File: config.mk
export PLATFORM = sky130hd
export DESIGN_NAME = ic_fill_responder
export DESIGN_NICKNAME = d
export VERILOG_FILES = /design/src/rtl/cpu_defs.sv /design/src/rtl/ic_line_asm.sv /design/src/rtl/ic_fill_responder.sv
export SDC_FILE = /design/constraint.sdc
export NUM_CORES = 1
export LEC_CHECK = 0
export CAP_MARGIN = 20
export CORE_ASPECT_RATIO = 1.1
export CORE_UTILIZATION = 40
export CTS_CLUSTER_SIZE = 12
export DETAILED_ROUTE_END_ITERATION = 6
export SYNTH_ARGS = -nofsm -noshare
export SYNTH_HDL_FRONTEND = slang
export SYNTH_SLANG_ARGS = --single-unit
File: constraint.sdc
create_clock -name clk -period 10.29 [get_ports clk]
set_clock_uncertainty 0.2 [all_clocks]
set_input_delay 1.5435 -clock clk [delete_from_list [all_inputs] [get_ports clk]]
set_output_delay 1.5435 -clock clk [all_outputs]
set_load 0.03 [all_outputs]
File: src/rtl/cpu_defs.sv
// Shared CPU definitions used by the instruction-cache fill path.
package cpu_defs;

  localparam int unsigned LINE_WORDS = 4;
  localparam logic [31:0] NOP_INST   = 32'h0000_0013;
  localparam logic [15:0] LINE_MASK  = 16'hFFFF;

  typedef enum logic [2:0] {
    ST_IDLE  = 3'd0,
    ST_ISSUE = 3'd1,
    ST_WAIT  = 3'd2,
    ST_RESP  = 3'd3,
    ST_DRAIN = 3'd4
  } fill_state_t;

endpackage

File: src/rtl/ic_line_asm.sv
// Four-slot word collector for one icache line; the visible line only changes
// when a complete line is committed, so aborted fills never disturb it.
module ic_line_asm
  import cpu_defs::*;
(
  input  logic         clk,
  input  logic         rst,
  input  logic         wr_en,
  input  logic [1:0]   wr_idx,
  input  logic [31:0]  wr_data,
  input  logic         commit,
  output logic [127:0] line_data
);

  logic [31:0]  slot [LINE_WORDS];
  logic [127:0] merged;

  // The last word is merged on the fly so the line is complete in the same edge.
  always_comb begin
    merged = {slot[3], slot[2], slot[1], slot[0]};
    merged[{wr_idx, 5'b00000} +: 32] = wr_data;
  end

  always_ff @(posedge clk or posedge rst) begin
    if (rst) begin
      for (int unsigned i = 0; i < LINE_WORDS; i++) slot[i] <= '0;
      line_data <= '0;
    end else begin
      if (wr_en) slot[wr_idx] <= wr_data;
      if (commit) line_data <= merged;
    end
  end

endmodule

File: src/rtl/ic_fill_responder.sv
// Icache line-fill responder: four in-order word reads per 16-byte line,
// assembled into one 128-bit beat, with abort and drain of late responses.
module ic_fill_responder
  import cpu_defs::*;
#(
  parameter int unsigned MWIDTH   = 16,
  parameter int unsigned MAX_OUTS = 4
) (
  input  logic              clk,
  input  logic              rst,
  input  logic              ic_req_valid,
  input  logic [27:0]       ic_req_adr,
  output logic              ic_req_ready,
  input  logic              ic_abort,
  output logic              mem_ren,
  output logic [MWIDTH-1:0] mem_radr,
  input  logic              mem_rdy,
  input  logic [31:0]       mem_rdata,
  input  logic              mem_rvalid,
  output logic [127:0]      ic_rdat_m_data,
  output logic [15:0]       ic_rdat_m_mask,
  output logic              ic_rdat_m_valid,
  output logic              fill_busy
);

  fill_state_t       state, state_nxt;
  logic [MWIDTH-3:0] line_adr;
  logic [2:0]        issue_cnt, rcv_cnt, outs_cnt, outs_nxt;
  logic              req_acc, issue_acc, rcv_en, rcv_last, slot_wr, line_commit;

  assign ic_req_ready = (state == ST_IDLE) & ~ic_abort & ~rst;
  assign req_acc      = ic_req_valid & ic_req_ready;

  assign mem_ren   = (state == ST_ISSUE) & (issue_cnt < 3'(LINE_WORDS))
                   & (outs_cnt < 3'(MAX_OUTS)) & ~ic_abort;
  // Only the word-in-line field advances, so the address never carries out of the line.
  assign mem_radr  = {line_adr, issue_cnt[1:0]};
  assign issue_acc = mem_ren & mem_rdy;

  assign rcv_en      = mem_rvalid & ((state == ST_ISSUE) | (state == ST_WAIT) | (state == ST_DRAIN));
  assign outs_nxt    = outs_cnt + {2'b00, issue_acc} - {2'b00, rcv_en};
  assign rcv_last    = rcv_en & (rcv_cnt == 3'(LINE_WORDS - 1));
  assign slot_wr     = rcv_en & (state != ST_DRAIN) & ~ic_abort;
  assign line_commit = slot_wr & rcv_last;

  assign ic_rdat_m_valid = (state == ST_RESP);
  assign ic_rdat_m_mask  = ic_rdat_m_valid ? LINE_MASK : '0;
  assign fill_busy       = (state != ST_IDLE);

  always_comb begin
    state_nxt = state;
    case (state)
      ST_IDLE:  if (req_acc) state_nxt = ST_ISSUE;
      ST_ISSUE, ST_WAIT: begin
        if (ic_abort)
          state_nxt = (outs_nxt != '0) ? ST_DRAIN : ST_IDLE;
        else if (rcv_last)
          state_nxt = ST_RESP;
        else if ((state == ST_ISSUE) && issue_acc && (issue_cnt == 3'(LINE_WORDS - 1)))
          state_nxt = ST_WAIT;
      end
      ST_RESP:  state_nxt = ST_IDLE;
      ST_DRAIN: if (outs_nxt == '0) state_nxt = ST_IDLE;
      default:  state_nxt = ST_IDLE;
    endcase
  end

  always_ff @(posedge clk or posedge rst) begin
    if (rst) begin
      state     <= ST_IDLE;
      line_adr  <= '0;
      issue_cnt <= '0;
      rcv_cnt   <= '0;
      outs_cnt  <= '0;
    end else begin
      state <= state_nxt;
      if (state == ST_IDLE) begin
        if (req_acc) begin
          line_adr  <= (MWIDTH - 2)'(ic_req_adr);
          issue_cnt <= '0;
          rcv_cnt   <= '0;
          outs_cnt  <= '0;
        end
      end else begin
        outs_cnt <= outs_nxt;
        if (issue_acc) issue_cnt <= issue_cnt + 3'd1;
        if (slot_wr)   rcv_cnt   <= rcv_cnt + 3'd1;
      end
    end
  end

  ic_line_asm u_line_asm (
    .clk       (clk),
    .rst       (rst),
    .wr_en     (slot_wr),
    .wr_idx    (rcv_cnt[1:0]),
    .wr_data   (mem_rdata),
    .commit    (line_commit),
    .line_data (ic_rdat_m_data)
  );

endmodule

### After elaboration in Yosys (flattened, before gate mapping)

Index checks and enable logic that the tools add are counted.

* add/sub/neg operators: 5
* order comparisons: 4
* equal/unequal tests: 10
* shifts and indexed selects: 2
* mux-type cells: 18
* bitwise operators: 17
* reductions and logical operators: 14

Operators by type and width (number)
* $bwmux W128: 2
* $shift A32 B9 Y128 const A: 1
* $shiftx A32 B9 Y128: 1
* $demux W32 S2: 1
* $mux W3: 12
* $mux W32: 1
* $mux W16: 1
* $and A1 B1 Y1: 12
* $eq A3 B2 Y1 const B: 4
* $neg A7 Y9: 1
* $pmux W3 S3: 1
* $add A3 B1 Y3 const B: 2
* $logic_not A3 Y1: 2
* $lt A3 B3 Y1 const B: 2
* $reduce_and A2 Y1: 3
* $reduce_bool A3 Y1: 2
* $ne A4 B4 Y1 const B: 1
* $reduce_bool A2 Y1: 2
* $add A3 B1 Y3: 1
* $eq A3 B1 Y1 const B: 1
* $eq A3 B3 Y1 const B: 1
* $ge A3 B3 Y1 const B: 1
* $logic_and A1 B1 Y1: 3
* $lt A3 B1 Y1 const B: 1
* 9 further kinds: 11

* register bits: 282
* input port bits: 66
* output and inout port bits: 164
* word-level logic and storage cells: 80

### Depth between registers and ports, before layout

Gate-level depths: netlist (run 1).

* depth in word-level cells: 11
* mapped depth: 12
* gate-level depth less buffers: 11

### Hierarchy

A second synthesis (run 1) with hierarchy kept.

* cells, all modules: 1084
* area total of the unflattened synthesis: 12330.6 um^2

Modules (own cells, without submodules)
* ic_line_asm: instances 1, cells an instance 953, area an instance 10820.4 um^2, sequential area each 6406.1 um^2
* ic_fill_responder: instances 1, cells an instance 131, area an instance 1510.2 um^2, sequential area each 650.6 um^2

### Worst setup path before layout (run 1)

No wires, ideal clock.

* path kind: input to register
* start point: input port rst
* end point: register line_adr[0]
* library setup time: 0.125 ns
* data arrival time: 9.363 ns
* required time: 9.965 ns
* slack: 0.602 ns
* cell stages on the path: 4
* buffers on the path: 1
* cell sequence: inv_1 > nand4_1 > clkbuf_1 > mux2_2

* longest elaborated chain between the ends: 4

RTL lines
* start, declared: line ic_fill_responder.sv:10 `input logic rst,`
* $not A1 Y1: line ic_fill_responder.sv:31 `assign ic_req_ready = (state == ST_IDLE) & ~ic_abort & ~rst;`
* $and A1 B1 Y1: line ic_fill_responder.sv:31
* $and A1 B1 Y1: line ic_fill_responder.sv:32 `assign req_acc = ic_req_valid & ic_req_ready;`
* $reduce_and A2 Y1 (no line)
* end signal, assigned: line ic_fill_responder.sv:79 `line_adr <= (MWIDTH - 2)'(ic_req_adr);`
* end, declared: line ic_fill_responder.sv:27 `logic [MWIDTH-3:0] line_adr;`

Every way passes these cells.
A chain may end at the register's enable or synchronous reset.

### Final worst setup path (run 1)

* start point: input port ic_abort
* end point: output port mem_ren

* longest elaborated chain between the ends: 2

RTL lines
* start, declared: line ic_fill_responder.sv:14 `input logic ic_abort,`
* $not A1 Y1: line ic_fill_responder.sv:35 `& (outs_cnt < 3'(MAX_OUTS)) & ~ic_abort;`
* $and A1 B1 Y1: line ic_fill_responder.sv:35
* end, declared: line ic_fill_responder.sv:15 `output logic mem_ren,`

Every way passes these cells.

==> reports/metrics.csv, run 1 <==
metric,value,unit
drv_cap,0,
top_layer_used,met4,
nets,1360,
end_kind,output port,
cts_setup_buffers,0,
final_area,15700,um^2
cts_resized,0,
cp.required,8.55,ns
fin_total_pwr,4.25,mW
start_kind,input port,
wl_met1,13300,um
critical_path.top_delay_family,buffers and inverters,
coreArea,30400,um^2
slew_headroom,24.6,%
max_freq,196,MHz
synth.distinct_cells,38,
vias,8590,
antenna_found_initial,0,
peakVddDrop,0.177,mV
grt_pass1_wl,48200,um
yosysWarnings,0,
io_pins,230,
crit_fanout,7,
clock-root-buffer,clkbuf_16,
wl_met2,14400,um
synth_edf_count,0,
async_flop_share,100,%
viasPerCell,5.00,
cts_buffers,31,
drc_errors,0,
worstMarginPinSlew,1.13,ns
place.gp.congestion,0.732,
critPathMaxStageDelay,0.66,ns
grt_max_degree,169,
drt_iter0_markers,489,
setup_tns,0,ns
synth_area,12400,um^2
critical_path_class,input port to output port,
period_share,49.5,%
dp_hpwl,17400,um
syn_to_final_growth,26.6,%
grt_pass1_vias,8616,
cp_cell_sequence,clkdlybuf4s50_1 > nor2_1 > and2_1 > clkdlybuf4s50_1,
clock_path_buffers,3,
n_antenna_cell,0,
clk_latency,0.55,ns
p_per_area,271,nW/um^2
critPathBufInv,2,
yosysSeqAreaShare,57.0,%
portBuffers,215,
start_util,40.7,%
syn_inst,1115,
drtPass1Iterations,6,
routed_wl,29600,um
critPathArrivalTime,3.35,ns
clkTransAtPathRegs,0.06,ns
final_hold_viol_count,0,
dieArea,31600,um^2
ys.flop_type,dfrtp_1,
synth_seq_cells,282,
cts.sinks,282,
die_y,186,um
final_antenna_net_count,0,
die-width,170,um
route.detailed.wl_per_inst,17.2,um
wl_met3,1430,um
cts-htree-levels,1,
cellLeakagePower,7.07,nW
synth_fp_nets,1193,
report.final.slew_viol_count,0,
rows,67,
syn_avg_cell_area,11.1,um^2
finalSetupViolCount,0,
cts_tree,done,
fill_cells,2765,
cts_hold_buffers,0,
grt-ovfl-total,0,
crit_path_frequent_cell,clkdlybuf4s50_1,
final_common_cell,dfrtp_1,
grtUsageTotal,19.1,%
rsz0062_at_grt,false,
status,finished clean,
hold_path_class,flip-flop to flip-flop,
period_needed,5.09,ns
final_cell_mix,"dfrtp_1 (282), a21oi_1 (263), clkdlybuf4s50_1 (215), mux2_2 (134), nor2_1 (132)",
drive_gt1_share,15.6,%
cp_slowest_cell,clkdlybuf4s50_1,
place_area,14700,um^2
where the power goes:
part | internal [mW] | leakage [nW] | switching [mW]
sequential | 1.44 | 3.75 | 0.182
clock | 0.629 | 0.480 | 0.442
combinational | 0.705 | 2.84 | 0.842
total | 2.78 | 7.07 | 1.47
final cells by class:
cell class / instances / area (um^2) / area share, %
clock buffer: 49 / 913 / 5.83
clock inverter: 7 / 66.3 / 0.423
inverter: 9 / 41.3 / 0.264
multi-input combinational: 733 / 4830 / 30.8
sequential: 282 / 7060 / 45.0
tap: 414 / 518 / 3.31
timing repair buffer: 225 / 2240 / 14.3
worst paths after layout:
path,slack [ns],start,to,cells past startpoint
hold reg to reg,0.28,u_line_asm.slot[10]$_DFFE_PP0P_,u_line_asm.slot[10]$_DFFE_PP0P_,1
setup / recovery,5.20,ic_abort,mem_ren,4
min in group asynchronous,1.30,rst,state[2]$_DFFE_PP0P_,2
hold / removal,0.28,u_line_asm.slot[10]$_DFFE_PP0P_,u_line_asm.slot[10]$_DFFE_PP0P_,1
max in group asynchronous,7.14,rst,u_line_asm.slot[79]$_DFFE_PP0P_,3
setup reg to reg,6.66,rcv_cnt[0]$_DFFE_PP0P_,u_line_asm.line_data[80]$_DFFE_PP0P_,6
Yosys cell counts (3+ instances only):
| master | instances | area share, % |
|---|---|---|
| dfrtp_1 | 282 | 57 |
| a21oi_1 | 263 | 11 |
| mux2_2 | 134 | 12 |
| nor2_1 | 132 | 4.0 |
| nor2b_1 | 129 | 6.5 |
| clkbuf_1 | 48 | 1.5 |
| buf_4 | 18 | 1.1 |
| buf_6 | 12 | 1.1 |
| ha_1 | 11 | 1.1 |
| nand2_1 | 10 | 0.30 |
| buf_2 | 9 | 0.36 |
| inv_1 | 9 | 0.27 |
| mux2_1 | 8 | 0.73 |
| nand3_1 | 6 | 0.24 |
| o21ai_0 | 5 | 0.20 |
| buf_1 | 4 | 0.12 |
| nand2_4 | 4 | 0.36 |
| mux2i_1 | 3 | 0.24 |
| nor3_1 | 3 | 0.12 |
| nor4bb_1 | 3 | 0.24 |
sequential cells by signal, summed over array words and instances, names as in the netlist:
signal	count
u_line_asm.line_data	128
u_line_asm.slot	128
line_adr	14
issue_cnt	3
outs_cnt	3
rcv_cnt	3
state	3
through the flow:
stage | std cells | hold WS [ns] | util (%) | worst slack, ns
final | 1719 | 0.282 | 51.5 | 5.20
after global routing | 1719 | 0.293 | 51.5 | 5.13
after CTS | 1718 | 0.287 | 51.4 | 5.21
after detailed placement | 1662 | 0.274 | 48.2 | 5.21
after global placement | 1662 | 0.266 | 48.2 | 5.23
after floorplan | 1115 | 0.256 | - | 0.602
kinds of logic after synthesis:
group | synth area share [%]
multiplexers | 13.2
buffers and inverters | 4.40
flip-flops | 57.0
XOR/XNOR | 0.283
AND/OR/NAND/NOR | 12.6
AO/OA/AOI/OAI | 11.3
adder cells (fa/ha/maj) | 1.27
routing by layer:
| metal | global-route usage (%) | up-vias |
|---|---|---|
| met2 | 31.8 | 195 |
| li1 | - | 4119 |
| met3 | 3.18 | 31 |
| met5 | 0 | - |
| met4 | 4.23 | 0 |
| met1 | 26.1 | 4245 |
(Power assumes the default switching activity.)
==> inputs of run 2 (changes only) <==
--- a/config.mk
+++ b/config.mk
@@ -10,6 +10,7 @@
 export CORE_UTILIZATION = 40
 export CTS_CLUSTER_SIZE = 12
 export DETAILED_ROUTE_END_ITERATION = 6
+export PLACE_DENSITY = 0.66
 export SYNTH_ARGS = -nofsm -noshare
 export SYNTH_HDL_FRONTEND = slang
 export SYNTH_SLANG_ARGS = --single-unit
==> constraint.sdc (replaced) <==
create_clock -name clk -period 4.6 [get_ports clk]
set_clock_uncertainty 0.2 [all_clocks]
set_input_delay 0.69 -clock clk [delete_from_list [all_inputs] [get_ports clk]]
set_output_delay 0.69 -clock clk [all_outputs]
set_load 0.03 [all_outputs]
==> run 2 against run 1 <==
Worst hold slack gained 0.00055 ns; combinational power grew 120%; final cell count shrank 0.12%; die area is the same; critical endpoint is now ic_req_ready; global-route usage shrank 0.60 points; first-iteration DRC count shrank 20%; clock-buffer cell count shrank 4; wire length shrank 2.3%; setup slack lost 4.2 ns; flip-flop and latch count is the same; clock power grew 130%; non-clock buffer count grew 2.
==> reports/metrics.csv, run 2 (same netlist as run 1, synthesis figures left out) <==
metric,value,unit
rr_startpoint,state[0]$_DFFE_PP0P_,
slew_headroom,36.6,%
grt-ovfl-total,0,
cp_cell_sequence,nor3_1 > inv_1 > nor3_1 > clkdlybuf4s50_1,
clock_path_buffers,3,
clkTransAtPathRegs,0.06,ns
finalSetupViolCount,0,
cts_resized,0,
antenna_found_initial,0,
setup_tns,0,ns
fill_cells,2730,
routed_wl,28900,um
cp.required,3.71,ns
portBuffers,215,
final_cells,1717,
cts_tree,done,
final_area,15700,um^2
cellLeakagePower,7.08,nW
start_kind,flip-flop,
die_y,186,um
report.final.slew_viol_count,0,
cp_slowest_cell,clkdlybuf4s50_1,
grt_max_degree,135,
final_common_cell,dfrtp_1,
max_freq,274,MHz
dieArea,31600,um^2
place_area,14700,um^2
clock-root-buffer,clkbuf_16,
grtUsageTotal,18.5,%
r2r_cells,11,
cts-htree-levels,1,
route.detailed.wl_per_inst,16.8,um
drtPass1Iterations,4,
drv_cap,0,
rows,67,
critPathMaxStageDelay,0.70,ns
pre_cts_slack,0.737,ns
grt_pass1_wl,46900,um
r2r-end,state[0]$_DFFE_PP0P_,
hp-start,u_line_asm.slot[7]$_DFFE_PP0P_,
setup_ws,0.956,ns
io_pins,230,
grt_pass1_vias,8497,
drt_iter0_markers,391,
r2r_setup_slack,1.25,ns
start_util,40.7,%
n_antenna_cell,0,
final_hold_viol_count,0,
drc_errors,0,
vias,8616,
cts_buffers,30,
largest_registers,"u_line_asm.line_data x128, u_line_asm.slot x128, line_adr x14",
coreArea,30400,um^2
period_needed,3.64,ns
final_util,51.7,%
final_cell_mix,"dfrtp_1 (282), a21oi_1 (263), clkdlybuf4s50_1 (215), mux2_2 (134), nor2_1 (132)",
peakVddDrop,0.292,mV
critical_path_class,flip-flop to output port,
drive_gt1_share,15.6,%
syn_to_final_growth,27.0,%
status,finished clean,
cts.sinks,282,
place.gp.congestion,0.776,
crit_fanout,14,
crit_path_frequent_cell,nor3_1,
hold_end,u_line_asm.slot[7]$_DFFE_PP0P_,
nets,1361,
cts_setup_buffers,0,
end_kind,output port,
period_share,79.2,%
hold_path_class,flip-flop to flip-flop,
p_per_area,605,nW/um^2
rsz0062_at_grt,false,
placed_cells,1665,
die-width,170,um
critPathArrivalTime,2.75,ns
final_antenna_net_count,0,
clk_latency,0.54,ns
cts_hold_buffers,0,
worstMarginPinSlew,0.945,ns
viasPerCell,5.02,
min_delay_path_depth,1,
dp_hpwl,17200,um
-- run 2: where the power goes --
group / leakage (nW) / switching (mW) / internal [mW]
clock network: 0.481 / 0.950 / 1.46
registers: 3.75 / 0.407 / 3.23
logic: 2.85 / 1.88 / 1.58
-- run 2: area by class of cell --
cell class,count,area [um^2],area share [%]
repair buffers,227,2300,14.7
inverters,9,37.5,0.239
clock inverters,7,110,0.700
well taps,414,518,3.29
multi-input cells,733,4830,30.7
flip-flops and latches,282,7060,44.9
clock buffers,45,868,5.52
-- run 2: metrics by stage --
| stage | hold slack, ns | total power [mW] |
|---|---|---|
| 5_1_grt | 0.304 | 10.1 |
| 3_5_place_dp | 0.273 | 7.17 |
| 3_3_place_gp | 0.265 | 7.08 |
| 6_report | 0.283 | 9.51 |
| 2_1_floorplan | 0.256 | 5.93 |
| 4_1_cts | 0.286 | 9.62 |
-- run 2: per-layer routing --
| metal | track usage (%) | wire length (um) | up-vias |
|---|---|---|---|
| li1 | - | - | 4121 |
| met1 | 25.0 | 13200 | 4292 |
| met2 | 31.3 | 14100 | 172 |
| met3 | 3.31 | 1280 | 31 |
| met4 | 3.36 | 375 | 0 |
| met5 | 0 | 0 | - |
-- run 2: how the worst max path moves through the flow --
stage | startpoint | slack (ns) | endpoint | cells after the start
2_1_floorplan | rst | -1.97 | line_adr[0]$_DFFE_PP0P_ | 4
3_3_place_gp | ic_abort | 0.86 | state[0]$_DFFE_PP0P_ | 12
3_5_place_dp | ic_abort | 0.74 | state[0]$_DFFE_PP0P_ | 12
4_1_cts | state[0]$_DFFE_PP0P_ | 0.97 | ic_req_ready | 4
5_1_grt | state[0]$_DFFE_PP0P_ | 0.84 | ic_req_ready | 4
6_report | state[0]$_DFFE_PP0P_ | 0.96 | ic_req_ready | 4
-- run 2: worst max-delay path, delay by kind of cell (launching register included) --
kind | cells | cell delay, ns
flops | 1 | 0.52
buf+inv | 2 | 0.96
simple gates | 2 | 0.73
